File: src/rtl/apb_pkg.sv
// Shared APB definitions used by apb_requester and the completer-side blocks.
package apb_pkg;

  localparam int APB_DATA_WIDTH = 32;
  localparam int APB_STRB_WIDTH = 4;

  typedef enum logic [1:0] {
    APB_IDLE   = 2'd0,
    APB_SETUP  = 2'd1,
    APB_ACCESS = 2'd2,
    APB_RESP   = 2'd3
  } apb_state_e;

endpackage

File: src/rtl/apb_wait_timer.sv
// Wait-state counter for APB ACCESS phases; last flags the cycle whose
// increment would reach TIMEOUT (never asserted when TIMEOUT is 0).
module apb_wait_timer #(
  parameter int TIMEOUT = 16
) (
  input  logic clk,
  input  logic rst_n,
  input  logic clr,
  input  logic en,
  output logic last
);

  localparam int CW = ($clog2(TIMEOUT + 1) > 1) ? $clog2(TIMEOUT + 1) : 1;

  logic [CW-1:0] count;

  always_ff @(posedge clk or negedge rst_n) begin
    if (!rst_n) begin
      count <= '0;
    end else if (clr) begin
      count <= '0;
    end else if (en) begin
      count <= count + 1'b1;
    end
  end

  assign last = (TIMEOUT > 0) && (count == CW'(TIMEOUT - 1));

endmodule

File: src/rtl/apb_requester.sv
// APB requester: one command in, one SETUP/ACCESS transfer out, one response
// back, with a bounded wait for PREADY.
module apb_requester
  import apb_pkg::*;
#(
  parameter int ADDR_WIDTH = 32,
  parameter int DATA_WIDTH = APB_DATA_WIDTH,
  parameter int TIMEOUT    = 16
) (
  input  logic                      PCLK,
  input  logic                      PRESETn,
  input  logic                      cmd_valid,
  output logic                      cmd_ready,
  input  logic                      cmd_write,
  input  logic [ADDR_WIDTH-1:0]     cmd_addr,
  input  logic [DATA_WIDTH-1:0]     cmd_wdata,
  input  logic [APB_STRB_WIDTH-1:0] cmd_strb,
  output logic                      rsp_valid,
  input  logic                      rsp_ready,
  output logic [DATA_WIDTH-1:0]     rsp_rdata,
  output logic                      rsp_error,
  output logic                      rsp_timeout,
  output logic                      PSEL,
  output logic                      PENABLE,
  output logic                      PWRITE,
  output logic [ADDR_WIDTH-1:0]     PADDR,
  output logic [DATA_WIDTH-1:0]     PWDATA,
  output logic [APB_STRB_WIDTH-1:0] PSTRB,
  input  logic [DATA_WIDTH-1:0]     PRDATA,
  input  logic                      PREADY,
  input  logic                      PERROR
);

  localparam logic [1:0] IDLE   = APB_IDLE;
  localparam logic [1:0] SETUP  = APB_SETUP;
  localparam logic [1:0] ACCESS = APB_ACCESS;
  localparam logic [1:0] RESP   = APB_RESP;

  logic [1:0] state;
  logic       timer_clr;
  logic       timer_en;
  logic       timer_last;

  // cmd_ready is only high in IDLE, so this is exactly the accept strobe.
  assign timer_clr = cmd_valid && cmd_ready;
  assign timer_en  = (state == ACCESS) && !PREADY;

  apb_wait_timer #(
    .TIMEOUT (TIMEOUT)
  ) u_wait_timer (
    .clk   (PCLK),
    .rst_n (PRESETn),
    .clr   (timer_clr),
    .en    (timer_en),
    .last  (timer_last)
  );

  always_ff @(posedge PCLK or negedge PRESETn) begin
    if (!PRESETn) begin
      state       <= IDLE;
      cmd_ready   <= 1'b1;
      rsp_valid   <= 1'b0;
      rsp_rdata   <= '0;
      rsp_error   <= 1'b0;
      rsp_timeout <= 1'b0;
      PSEL        <= 1'b0;
      PENABLE     <= 1'b0;
      PWRITE      <= 1'b0;
      PADDR       <= '0;
      PWDATA      <= '0;
      PSTRB       <= '0;
    end else begin
      case (state)
        IDLE: begin
          if (cmd_valid) begin
            cmd_ready <= 1'b0;
            // Misaligned commands are answered locally without touching the bus.
            if (cmd_addr[1:0] != 2'b00) begin
              state       <= RESP;
              rsp_valid   <= 1'b1;
              rsp_rdata   <= '0;
              rsp_error   <= 1'b1;
              rsp_timeout <= 1'b0;
            end else begin
              state  <= SETUP;
              PSEL   <= 1'b1;
              PWRITE <= cmd_write;
              PADDR  <= cmd_addr;
              PWDATA <= cmd_wdata;
              PSTRB  <= cmd_write ? cmd_strb : '0;
            end
          end
        end
        SETUP: begin
          state   <= ACCESS;
          PENABLE <= 1'b1;
        end
        ACCESS: begin
          // PREADY wins over a timeout landing in the same cycle.
          if (PREADY) begin
            state       <= RESP;
            PSEL        <= 1'b0;
            PENABLE     <= 1'b0;
            rsp_valid   <= 1'b1;
            rsp_rdata   <= (!PWRITE && !PERROR) ? PRDATA : '0;
            rsp_error   <= PERROR;
            rsp_timeout <= 1'b0;
          end else if (timer_last) begin
            state       <= RESP;
            PSEL        <= 1'b0;
            PENABLE     <= 1'b0;
            rsp_valid   <= 1'b1;
            rsp_rdata   <= '0;
            rsp_error   <= 1'b1;
            rsp_timeout <= 1'b1;
          end
        end
        RESP: begin
          if (rsp_ready) begin
            state     <= IDLE;
            rsp_valid <= 1'b0;
            cmd_ready <= 1'b1;
          end
        end
        default: begin
          state     <= IDLE;
          cmd_ready <= 1'b1;
          rsp_valid <= 1'b0;
          PSEL      <= 1'b0;
          PENABLE   <= 1'b0;
        end
      endcase
    end
  end

endmodule
File: config.mk
export PLATFORM = sky130hd
export DESIGN_NAME = apb_requester
export DESIGN_NICKNAME = d
export VERILOG_FILES = /design/src/rtl/apb_pkg.sv /design/src/rtl/apb_wait_timer.sv /design/src/rtl/apb_requester.sv
export SDC_FILE = /design/constraint.sdc
export NUM_CORES = 1
export LEC_CHECK = 0
export BUFFER_PORTS_ARGS = -buffer_cell sky130_fd_sc_hd__buf_2
export CORE_ASPECT_RATIO = 0.8
export CORE_MARGIN = 4
export CORE_UTILIZATION = 35
export CTS_BUF_LIST = sky130_fd_sc_hd__clkbuf_8
export DETAILED_ROUTE_END_ITERATION = 16
export PLACE_DENSITY = 0.76
export SLEW_MARGIN = 20
export SYNTH_ARGS = -nofsm -noshare
export SYNTH_HDL_FRONTEND = slang
export SYNTH_SLANG_ARGS = --single-unit
File: constraint.sdc
create_clock -name PCLK -period 1.9 [get_ports PCLK]
set_input_delay 0.285 -clock PCLK [delete_from_list [all_inputs] [get_ports PCLK]]
set_output_delay 0.285 -clock PCLK [all_outputs]
set_load 0.02 [all_outputs]
# Word level (Yosys, flattened, before mapping)
# Index checks and enable logic that the tools add are counted.
[op_classes] mux=36 n_reduce_logical=20 bitwise_logic=1 addsub=1 eq_ne=9
[op_table] op="two-way mux 32 bit" count=5
[op_table] op="case mux 32 bit (2 select lines)" count=1
[op_table] op="two-way mux 1 bit" count=15
[op_table] op="two-way mux 2 bit" count=5
[op_table] op="two-way mux 5 bit" count=2
[op_table] op="case mux 1 bit (2 select lines)" count=5
[op_table] op="nonzero test 2 bit" count=5
[op_table] op="AND reduction 3 bit" count=3
[op_table] op="!= test 2 bit (second input constant)" count=4
[op_table] op="case mux 2 bit (4 select lines)" count=1
[op_table] op="AND reduction 4 bit" count=2
[op_table] op="adder 5 x 1 -> 5 bit (second input constant)" count=1
[op_table] op="== test 5 x 4 -> 1 bit (second input constant)" count=1
[op_table] op="AND reduction 5 bit" count=1
[op_table] op="== test 2 bit (second input constant)" count=2
[op_table] op="two-way mux 4 bit" count=1
[op_table] op="logical AND 1 bit" count=3
[op_table] op="logical NOT 1 bit" count=3
[op_table] op="!= test 3 bit (second input constant)" count=1
[op_table] op="case mux 1 bit (3 select lines)" count=1
[op_table] op="nonzero test 3 bit" count=1
[op_table] op="== test 2 x 1 -> 1 bit (second input constant)" count=1
[op_table] op="logical NOT 2 bit" count=1
[op_table] op="AND reduction 2 bit" count=1
[op_table] op="inverter 1 bit" count=1
[totals] output_inout_bits=107 reg_bits=114 wordCells=80 in_bits=107

# Longest topological paths before layout
# Gate-level depths: netlist of run 1.
[logic_depth] word_depth=5 mapped_depth=8 depth_no_buf=6

# By module
# Synthesis of run 1 repeated with hierarchy kept, for this count alone.
[hier_totals] cells_unflattened=501 hier_area_um2=4677.0
[by_module_without_submodules] module="apb_requester" seq_area_each_um2=2728.9 cells_each=478 instances=1 area_each_um2=4406.7
[by_module_without_submodules] module="apb_wait_timer" seq_area_each_um2=125.1 cells_each=23 instances=1 area_each_um2=270.3

# Worst setup path before layout of run 1
# OpenSTA, ideal clock, no wires.
[synth_path] path_type="register -> register" from="register u_wait_timer.count[0]" to="register rsp_valid" stages_incl_launch_ff=9 n_path_buf=2 period_less_slack_ps=1820 t_arrival_ps=1689 setup_ps=131 required_ps=1769 slack_ps=80 path_cell_list="dfrtp_1 -> ha_1 -> and3_1 -> ha_1 -> nor3b_2 -> nor4_2 -> buf_6 -> buf_12 -> a2bb2oi_2"
[synth_between] elab_chain_len=3
[synth_rtl] item="from (decl)" line_no="apb_wait_timer.sv:15" text="logic [CW-1:0] count;"
[synth_rtl] item="from (signal assigned)" line_no="apb_wait_timer.sv:23" text="count <= count + 1'b1;"
[synth_rtl] item="== test 5 x 4 -> 1 bit" line_no="apb_wait_timer.sv:27" text="assign last = (TIMEOUT > 0) && (count == CW'(TIMEOUT - 1));"
[synth_rtl] item="!= test 3 bit (no line)"
[synth_rtl] item="AND reduction 5 bit (no line)"
[synth_rtl] item="to (signal assigned)" line_no="apb_requester.sv:62" text="rsp_valid <= 1'b0;"
[synth_rtl] item="to (signal assigned)" line_no="apb_requester.sv:80" text="rsp_valid <= 1'b1;"
[synth_rtl] item="to (signal assigned)" line_no="apb_requester.sv:104" text="rsp_valid <= 1'b1;"
[synth_rtl] item="to (decl)" line_no="apb_requester.sv:18" text="output logic rsp_valid,"
# No other way between the ends.
# A chain may end at the register's enable or synchronous reset.

# Final worst setup path of run 1
[layout_path] from="register u_wait_timer.count[0]" to="register rsp_rdata[4]"
[layout_between] elab_chain_len=3
[layout_rtl] item="== test 5 x 4 -> 1 bit" line_no="apb_wait_timer.sv:27"
[layout_rtl] item="!= test 3 bit (no line)"
[layout_rtl] item="AND reduction 4 bit (no line)"
[layout_rtl] item="to (signal assigned)" line_no="apb_requester.sv:105" text="rsp_rdata <= (!PWRITE && !PERROR) ? PRDATA : '0;"
[layout_rtl] item="to (decl)" line_no="apb_requester.sv:20" text="output logic [DATA_WIDTH-1:0] rsp_rdata,"
# No other way between the ends.

==> flow_metrics.env, run 1 <==
export IMPL_outcome="completed"
export IMPL_place_hpwl_mm=8.81
export IMPL_cts_root_buf="clkbuf_8"
export IMPL_critPathRequiredTime_ns=2.22
export IMPL_crit_family="simple AND/OR/NAND/NOR gates"
export IMPL_regArea_um2=2850
export IMPL_nets=708
export IMPL_end_kind="flip-flop"
export IMPL_layout_common_cells="212 x buf_2, 113 x dfrtp_1, 63 x mux2_2"
export IMPL_fp_dieArea_um2=15500
export IMPL_placed_cells=745
export IMPL_hold_start="PRDATA[2]"
export IMPL_yosysSeqAreaShare_pct=59.9
export IMPL_r2r_slack_ns=0.05
export IMPL_cts_clk_slew_worst_paths_ns=0.07
export IMPL_wl_met1_mm=4.77
export IMPL_drt_wirelength_per_cell_um=15.5
export IMPL_slew_headroom_pct=60.4
export IMPL_worstPathMaxFanout=8
export IMPL_cpPeakStageDelay_ns=0.39
export IMPL_maxSlewViolCount=0
export IMPL_rsz0062_at_grt="yes"
export IMPL_fin_crit_sh_pct=97.1
export IMPL_synthArstFlopShare_pct=100
export IMPL_powerDensity_nw_per_um2=1640
export IMPL_fin_cells=783
export IMPL_antenna_found_initial=0
export IMPL_drive_gt1_share_pct=55.9
export IMPL_setup_viol=0
export IMPL_skew_ns=0.0112
export IMPL_met2WireLength_mm=6.25
export IMPL_dr_wl_met3_um=901
export IMPL_cts_path_max_buffers=2
export IMPL_ir_drop_v=0.000810
export IMPL_layout_commonest_cell="buf_2"
export IMPL_slowest_stage="dfrtp_1"
export IMPL_synth_area_per_cell_um2=13.2
export IMPL_fin_total_pwr_mw=10.8
export IMPL_worstSkewPairLatency_ns=0.43
export IMPL_start_kind="flip-flop"
export IMPL_synth_cell_types=41
export IMPL_top_layer_used="met4"
export IMPL_synth_edff_count=0
export IMPL_cts_sinks=114
export IMPL_ys_flop_type="dfrtp_1"
export IMPL_hold_class="in -> reg"
export IMPL_grt_pass1_wl_mm=19.5
export IMPL_crit_type="reg -> reg"
export IMPL_worst_pin_slew_ns=0.594
export IMPL_fill_cells=1184
export IMPL_critPathBufInv=2
export IMPL_crit_chain="ha_2, and3_4, ha_4, nor3b_4, nor4_4, buf_6, buf_12, mux2i_4"
export IMPL_cts_inserted_buffers=17
export IMPL_r2r_end="rsp_rdata[4]"
export IMPL_cap_violations=0
export IMPL_grt_use_total_pct=15.7
export IMPL_pin_count=214
export IMPL_fmax_ghz=0.542
export IMPL_drtIter0Drc=132
export IMPL_hold_end="rsp_rdata[2]"
export IMPL_final_min_clock_period_ns=1.85
export IMPL_timing_hold_violations_final=0
export IMPL_chipHeight_um=112
export IMPL_yosysWarnings=0
export IMPL_rr_worst_depth=8
export IMPL_firstDrtPassIters=4
export IMPL_num_rows=37
export IMPL_h_tree_depth=4
export IMPL_area_growth_synth_to_final_pct=38.2
export IMPL_place_gp_congestion=0.822
export IMPL_synth_nets=474
export IMPL_io_buffer_count=213
export IMPL_diodes=0
export IMPL_die_w_um=138
export IMPL_synthCells=362
export IMPL_ys_ff_latch=114
export IMPL_holdPathStages=3
export IMPL_cts_tree="yes"
export IMPL_core_um2=13100
export IMPL_crit_arrival_ns=2.16
export IMPL_initial_core_util_pct=36.3
export IMPL_netlist_area_um2=4760
export IMPL_drt_total_wl_mm=12.2
export IMPL_drtAntennaViolNets=0
export IMPL_drc=0
export IMPL_grt_pass1_vias=3844
export IMPL_fin_hold_ws_ns=0.0856
export IMPL_overflow=0
export IMPL_detail_route_vias_per_cell=4.54
export IMPL_grt_max_degree=115
export IMPL_route_vias_total=3554
export IMPL_multi_input_area_um2=1700
export IMPL_worstReg2RegStart="u_wait_timer.count[0]"
export IMPL_power_leakage_nw=3.40
## layout make-up
type	instances	share of cell area, %
Multi-Input combinational cell	193	25.8
Timing Repair Buffer	232	19.9
Clock inverter	14	1.90
Clock buffer	17	3.56
Tap cell	175	3.33
Sequential cell	114	43.4
Inverter	38	2.17
## where the power goes
part	total, mW	internal, mW	switching, mW
sequential	3.85	3.36	0.492
clock	2.09	1.13	0.968
combinational	4.84	2.16	2.69
## cell families (layout without fill, tap and decap cells)
logic type | count (synthesis) | after routing | synth area share, %
AOI/OAI and AO/OA | 19 | 19 | 2.81
xor gates and xnor gates | 2 | 2 | 0.368
and+or+nand+nor | 70 | 70 | 7.57
muxes | 97 | 97 | 22.1
adders and majority gates | 5 | 5 | 1.31
buffers and inverters | 55 | 301 | 5.94
DFF | 114 | 114 | 59.9
## registers in the layout, indices dropped and copies added, names as in the netlist
register / flops
PWRITE: 1
rsp_rdata: 32
u_wait_timer.count: 5
cmd_ready: 1
PADDR: 32
rsp_error: 1
rsp_valid: 1
PSEL: 1
PENABLE: 1
state: 2
PWDATA: 32
rsp_timeout: 1
PSTRB: 4
## worst reg2reg max path, delay by kind of cell (launching register included)
| family | cells | cell delay, ns |
|---|---|---|
| buffers and inverters | 2 | 0.31 |
| and+or+nand+nor | 3 | 0.49 |
| adders and majority gates | 2 | 0.37 |
| DFF | 1 | 0.39 |
| muxes | 1 | 0.18 |
## cells in the mapped netlist (2+ instances only)
| cell type | n | share of area, % |
|---|---|---|
| buf_12 | 3 | 1.3 |
| nand2_1 | 44 | 3.5 |
| nand3_1 | 2 | 0.21 |
| inv_1 | 38 | 3.0 |
| a21oi_1 | 2 | 0.21 |
| nor2_1 | 4 | 0.32 |
| nor2b_1 | 2 | 0.26 |
| dfrtp_1 | 113 | 59 |
| buf_2 | 10 | 1.1 |
| clkbuf_1 | 2 | 0.16 |
| and2_1 | 3 | 0.39 |
| nand3b_1 | 3 | 0.47 |
| ha_1 | 5 | 1.3 |
| mux2i_1 | 34 | 7.1 |
| buf_6 | 2 | 0.47 |
| o21ai_0 | 8 | 0.84 |
| mux2_2 | 63 | 15 |
## timing repair
action,CTS,global route
endpoints found under the setup margin,19,32
pin swaps,2,1
hold buffers,1,0
setup buffers,3,2
endpoints found under the hold margin,113,0
gates resized for setup,6,10
cloned,2,0
## layer usage
metal  vias up  global-route usage (%)
met4         0                    6.12
met2       134                    27.1
li1       1678                       -
met1      1720                    17.6
met5         -                       0
met3        22                    5.96
## worst max-delay path by stage
stage	startpoint	endpoint	slack, ns	cells past startpoint
after CTS	u_wait_timer.count[1]	rsp_rdata[11]	-0.03	8
after floorplan	u_wait_timer.count[0]	rsp_valid	0.08	8
after detailed placement	u_wait_timer.count[1]	rsp_rdata[4]	-0.02	7
after global routing	u_wait_timer.count[1]	rsp_rdata[29]	-0.01	8
after global placement	u_wait_timer.count[1]	PSEL	0.07	6
final	u_wait_timer.count[0]	rsp_rdata[4]	0.05	8
## through the flow
stage | area [um^2] | setup TNS [ns] | util (%) | worst slack [ns]
6_report | 6580 | 0 | 50.2 | 0.0542
5_1_grt | 6580 | -0.0228 | 50.2 | -0.0124
4_1_cts | 6560 | -0.367 | 50.1 | -0.0306
3_5_place_dp | 6070 | -0.0614 | 46.4 | -0.0220
3_3_place_gp | 6070 | 0 | 46.4 | 0.0668
2_1_floorplan | 4760 | 0 | - | 0.0798
Note: power is estimated with default switching activity, not from simulation.
==> run 2, diff against run 1 <==
--- a/config.mk
+++ b/config.mk
@@ -6,12 +6,14 @@
 export NUM_CORES = 1
 export LEC_CHECK = 0
 export BUFFER_PORTS_ARGS = -buffer_cell sky130_fd_sc_hd__buf_2
+export CELL_PAD_IN_SITES_DETAIL_PLACEMENT = 1
+export CELL_PAD_IN_SITES_GLOBAL_PLACEMENT = 1
 export CORE_ASPECT_RATIO = 0.8
 export CORE_MARGIN = 4
-export CORE_UTILIZATION = 35
+export CORE_UTILIZATION = 34
 export CTS_BUF_LIST = sky130_fd_sc_hd__clkbuf_8
 export DETAILED_ROUTE_END_ITERATION = 16
-export PLACE_DENSITY = 0.76
+export PLACE_DENSITY = 0.9
 export SLEW_MARGIN = 20
 export SYNTH_ARGS = -nofsm -noshare
 export SYNTH_HDL_FRONTEND = slang
==> run 2 against run 1 <==
  * Critical path depth is the same
  * Routed wire length rose by 14%
  * Clock power grew 18%
  * Non-clock buffer count rose by 2
  * Maximum frequency increased by 0.22%
  * Worst setup slack better by 0.0041 ns
  * Count of clock-buffer cells in the layout increased by 1
  * Global-route usage grew 1.9 points
  * Largest cell class unchanged
==> flow_metrics.env, run 2 (same netlist as run 1, synthesis figures left out) <==
export IMPL_diodes=0
export IMPL_dp_slack_ns=-0.111
export IMPL_cts_path_max_buffers=2
export IMPL_cts_root_buf="clkbuf_8"
export IMPL_drc=0
export IMPL_crit_type="reg -> reg"
export IMPL_critPathRequiredTime_ns=2.22
export IMPL_place_hpwl_mm=10.4
export IMPL_num_rows=38
export IMPL_place_area_um2=6090
export IMPL_cts_tree="yes"
export IMPL_fin_crit_sh_pct=96.9
export IMPL_grt_max_degree=55
export IMPL_timing_hold_violations_final=0
export IMPL_worstReg2RegStart="u_wait_timer.count[1]"
export IMPL_layout_commonest_cell="buf_2"
export IMPL_start_kind="flip-flop"
export IMPL_firstDrtPassIters=4
export IMPL_core_um2=13600
export IMPL_crit_arrival_ns=2.17
export IMPL_hold_class="in -> reg"
export IMPL_placed_cells=750
export IMPL_critPathBufInv=2
export IMPL_die_w_um=140
export IMPL_io_buffer_count=213
export IMPL_crit_chain="ha_2, and3_4, ha_4, nor3b_4, nor4_4, buf_6, buf_12, mux2i_1"
export IMPL_fin_ws_ns=0.0583
export IMPL_crit_family="simple AND/OR/NAND/NOR gates"
export IMPL_power_leakage_nw=3.43
export IMPL_cts_sinks=114
export IMPL_grt_use_total_pct=17.6
export IMPL_nets=710
export IMPL_drt_total_wl_mm=13.9
export IMPL_cap_violations=0
export IMPL_worst_pin_slew_ns=0.569
export IMPL_grt_pass1_vias=4294
export IMPL_hold_start="cmd_wdata[5]"
export IMPL_drtIter0Drc=108
export IMPL_cp_num_cells=8
export IMPL_chipHeight_um=114
export IMPL_initial_core_util_pct=34.9
export IMPL_startpoint="u_wait_timer.count[1]"
export IMPL_fp_dieArea_um2=16000
export IMPL_slowest_stage="dfrtp_1"
export IMPL_cts_clk_slew_worst_paths_ns=0.07
export IMPL_fmax_ghz=0.543
export IMPL_fin_total_pwr_mw=11.3
export IMPL_maxSlewViolCount=0
export IMPL_reg_top3="PADDR (32), PWDATA (32), rsp_rdata (32)"
export IMPL_h_tree_depth=4
export IMPL_drtAntennaViolNets=0
export IMPL_layout_common_cells="212 x buf_2, 113 x dfrtp_1, 63 x mux2_2"
export IMPL_worstSkewPairLatency_ns=0.42
export IMPL_worstPathMaxFanout=16
export IMPL_ir_drop_v=0.000793
export IMPL_final_min_clock_period_ns=1.84
export IMPL_detail_route_vias_per_cell=4.62
export IMPL_powerDensity_nw_per_um2=1680
export IMPL_slew_headroom_pct=62.1
export IMPL_rr_worst_depth=8
export IMPL_final_area_um2=6700
export IMPL_setup_viol=0
export IMPL_cts_inserted_buffers=17
export IMPL_fill_cells=1536
export IMPL_outcome="completed"
export IMPL_cpPeakStageDelay_ns=0.40
export IMPL_drt_wirelength_per_cell_um=17.5
export IMPL_end_kind="flip-flop"
export IMPL_route_vias_total=3651
export IMPL_area_growth_synth_to_final_pct=40.8
export IMPL_overflow=0
export IMPL_fin_cells=791
export IMPL_antenna_found_initial=1
export IMPL_skew_ns=0.00911
export IMPL_pin_count=214
export IMPL_rsz0062_at_grt="yes"
export IMPL_holdPathStages=2
export IMPL_grt_pass1_wl_mm=22.1
export IMPL_place_gp_congestion=0.805
export IMPL_drive_gt1_share_pct=57.1
## run 2: cell count changes in the layout (fill, tap and decap cells not counted), moves of 2 or more
cell	before	now
clkinv_2	7	3
buf_6	1	3
bufinv_16	2	4
inv_1	40	38
inv_6	0	2
mux2i_2	1	3
## run 2: per-layer routing
| metal | routed length [um] | track usage (%) | vias to the layer above |
|---|---|---|---|
| met5 | 8 | 0 | - |
| met4 | 234 | 6.84 | 2 |
| met3 | 883 | 5.49 | 24 |
| met2 | 7530 | 32.1 | 126 |
| met1 | 5210 | 19.1 | 1819 |
| li1 | - | - | 1680 |
## run 2: per-stage QoR
stage	util, %	hold slack (ns)	setup TNS, ns
2_1_floorplan	-	-0.0106	0
3_3_place_gp	44.6	0.291	0
6_report	49.1	0.0913	0
5_1_grt	49.1	0.0507	-0.188
3_5_place_dp	44.6	0.312	-1.99
4_1_cts	48.9	0.0550	0
## run 2: worst paths after layout
kind,end,slack (ns)
max in group asynchronous,PWDATA[12],0.88
max,rsp_rdata[25],0.06
max reg2reg,rsp_rdata[25],0.06
min in group asynchronous,PADDR[30],0.40
min reg2reg,PSTRB[0],0.49
min,PWDATA[5],0.09
## run 2: worst register-to-register path, cell delays in order, from the launching register on
cell,delay [ns]
dfrtp_1,0.40
ha_2,0.18
and3_4,0.18
ha_4,0.17
nor3b_4,0.23
nor4_4,0.05
buf_6,0.15
buf_12,0.17
mux2i_1,0.21
## run 2: repair_timing
action | CTS | global route
hold buffers | 1 | 0
cloned | 2 | 0
setup buffers | 6 | 2
endpoints found under the hold margin | 36 | 0
gates resized for setup | 8 | 12
pin swaps | 3 | 1
endpoints found under the setup margin | 33 | 36
## run 2: power breakdown
group / internal, mW / switching, mW
combinational: 2.15 / 2.76
sequential: 3.36 / 0.526
clock: 1.46 / 1.01
total: 6.97 / 4.30
## run 2: area by class of cell
cell class	count	area, um^2	share of cell area [%]
Clock buffer	18	248	3.70
Clock inverter	14	186	2.78
Inverter	38	143	2.13
Multi-Input combinational cell	193	1720	25.7
Sequential cell	114	2850	42.6
Tap cell	180	225	3.36
Timing Repair Buffer	234	1320	19.7
==> run 3, diff against run 2 <==
--- a/config.mk
+++ b/config.mk
@@ -10,10 +10,10 @@
 export CELL_PAD_IN_SITES_GLOBAL_PLACEMENT = 1
 export CORE_ASPECT_RATIO = 0.8
 export CORE_MARGIN = 4
-export CORE_UTILIZATION = 34
+export CORE_UTILIZATION = 35
 export CTS_BUF_LIST = sky130_fd_sc_hd__clkbuf_8
 export DETAILED_ROUTE_END_ITERATION = 16
-export PLACE_DENSITY = 0.9
+export PLACE_DENSITY = 0.89
 export SLEW_MARGIN = 20
 export SYNTH_ARGS = -nofsm -noshare
 export SYNTH_HDL_FRONTEND = slang
==> constraint.sdc (replaced) <==
create_clock -name PCLK -period 2.33 [get_ports PCLK]
set_input_delay 0.3495 -clock PCLK [delete_from_list [all_inputs] [get_ports PCLK]]
set_output_delay 0.3495 -clock PCLK [all_outputs]
set_load 0.02 [all_outputs]
==> run 3 against run 2 <==
  * Sequential cell count did not move
  * Utilization barely moved
  * Via count fell by 3.4%
  * Sequential power fell by 19%
  * Global-route usage fell by 0.83 points
  * Worst setup slack improved by 0.30 ns
  * Critical path depth fell by 1
  * Register-to-register slack improved by 0.30 ns
  * Total power fell by 22%
  * Hold slack got worse by 0.089 ns
  * Critical path type unchanged
  * Critical endpoint is now rsp_error
  * Largest power group unchanged
==> flow_metrics.env, run 3 (same netlist as run 1, synthesis figures left out) <==
export IMPL_slew_headroom_pct=60.0
export IMPL_cts_tree="yes"
export IMPL_use_met2_pct=30.2
export IMPL_fin_ws_ns=0.361
export IMPL_core_um2=13100
export IMPL_drt_wirelength_per_cell_um=16.8
export IMPL_drtAntennaViolNets=0
export IMPL_nets=693
export IMPL_chipHeight_um=112
export IMPL_num_rows=37
export IMPL_drc=0
export IMPL_overflow=0
export IMPL_diodes=0
export IMPL_rsz0062_at_grt="no"
export IMPL_pin_count=214
export IMPL_timing_hold_violations_final=0
export IMPL_detail_route_vias_per_cell=4.59
export IMPL_area_growth_synth_to_final_pct=35.2
export IMPL_layout_commonest_cell="buf_2"
export IMPL_drt_total_wl_mm=12.9
export IMPL_cts_repair_resized=0
export IMPL_worstSkewPairLatency_ns=0.43
export IMPL_skew_ns=0.00721
export IMPL_cts_inserted_buffers=17
export IMPL_io_buffer_count=213
export IMPL_start_kind="flip-flop"
export IMPL_cts_sinks=114
export IMPL_fin_hold_ws_ns=0.00211
export IMPL_h_tree_depth=4
export IMPL_cts_path_max_buffers=2
export IMPL_r2r_slack_ns=0.36
export IMPL_setup_viol=0
export IMPL_ir_drop_v=0.000749
export IMPL_place_hpwl_mm=9.93
export IMPL_crit_type="reg -> reg"
export IMPL_critPathRequiredTime_ns=2.63
export IMPL_utilization_pct=49.1
export IMPL_firstDrtPassIters=4
export IMPL_cts_clk_slew_worst_paths_ns=0.07
export IMPL_grt_busiest_layer="met2"
export IMPL_worstPathMaxFanout=35
export IMPL_power_leakage_nw=3.35
export IMPL_fmax_ghz=0.508
export IMPL_dp_slack_ns=0.360
export IMPL_grt_pass1_vias=4060
export IMPL_fin_total_pwr_mw=8.73
export IMPL_initial_core_util_pct=36.3
export IMPL_hold_class="in -> async"
export IMPL_outcome="completed"
export IMPL_final_min_clock_period_ns=1.97
export IMPL_maxSlewViolCount=0
export IMPL_drive_gt1_share_pct=53.9
export IMPL_fp_dieArea_um2=15500
export IMPL_use_met1_pct=18.7
export IMPL_grt_pass1_wl_mm=20.9
export IMPL_post_cts_setup_buffers=0
export IMPL_reg_top3="PADDR (32), PWDATA (32), rsp_rdata (32)"
export IMPL_grt_met3_usage_pct=6.09
export IMPL_worst_pin_slew_ns=0.600
export IMPL_cap_violations=0
export IMPL_route_vias_total=3527
export IMPL_holdBufCountCts=0
export IMPL_crit_arrival_ns=2.27
export IMPL_place_gp_congestion=0.810
export IMPL_cts_root_buf="clkbuf_8"
export IMPL_fin_crit_sh_pct=84.5
export IMPL_drtIter0Drc=117
export IMPL_grt_max_degree=115
export IMPL_tns_ns=0
export IMPL_antenna_found_initial=0
export IMPL_grt_use_total_pct=16.8
export IMPL_layout_common_cells="212 x buf_2, 113 x dfrtp_1, 63 x mux2_2"
export IMPL_die_w_um=138
export IMPL_powerDensity_nw_per_um2=1360
export IMPL_end_kind="flip-flop"
==> run 3: through the flow <==
step / instances / cell area [um^2]
finish: 769 / 6440
global route: 769 / 6440
CTS: 769 / 6440
detailed placement: 737 / 6000
global placement: 737 / 6000
floorplan: 362 / 4760
==> run 3: per-layer routing <==
layer	up-vias	share of wire [%]
li1	1642	-
met1	1738	40
met2	126	52
met3	21	6.8
met4	0	1.3
met5	-	0
==> run 3: layout make-up <==
class / count / area, um^2
Sequential cell: 114 / 2850
Inverter: 38 / 143
Clock buffer: 20 / 275
Timing Repair Buffer: 217 / 1140
Multi-Input combinational cell: 193 / 1650
Clock inverter: 12 / 163
Tap cell: 175 / 219
Fill cell: 1455 / 6660
==> run 3: power by group <==
part	total [mW]	switching [mW]	internal [mW]
registers	3.16	0.421	2.74
clock network	2.01	0.774	1.24
logic	3.56	2.10	1.46
total	8.73	3.29	5.44
==> run 3: worst paths after layout <==
kind,startpoint,end,depth (start not counted)
min in group PCLK,cmd_wdata[30],PWDATA[30],2
max reg2reg,u_wait_timer.count[0],rsp_error,7
max,u_wait_timer.count[0],rsp_error,7
min reg2reg,PSTRB[1],PSTRB[1],2
min,PRESETn,PADDR[12],2
max in group asynchronous,PRESETn,PSTRB[3],2
==> run 3: worst max-delay path, stage by stage (launching register included) <==
cell and delay (ns):
dfrtp_1 0.41, ha_1 0.22, and3_1 0.18, ha_1 0.23, nor3b_2 0.30, nor4_4 0.09, buf_12 0.20, o32a_2 0.21
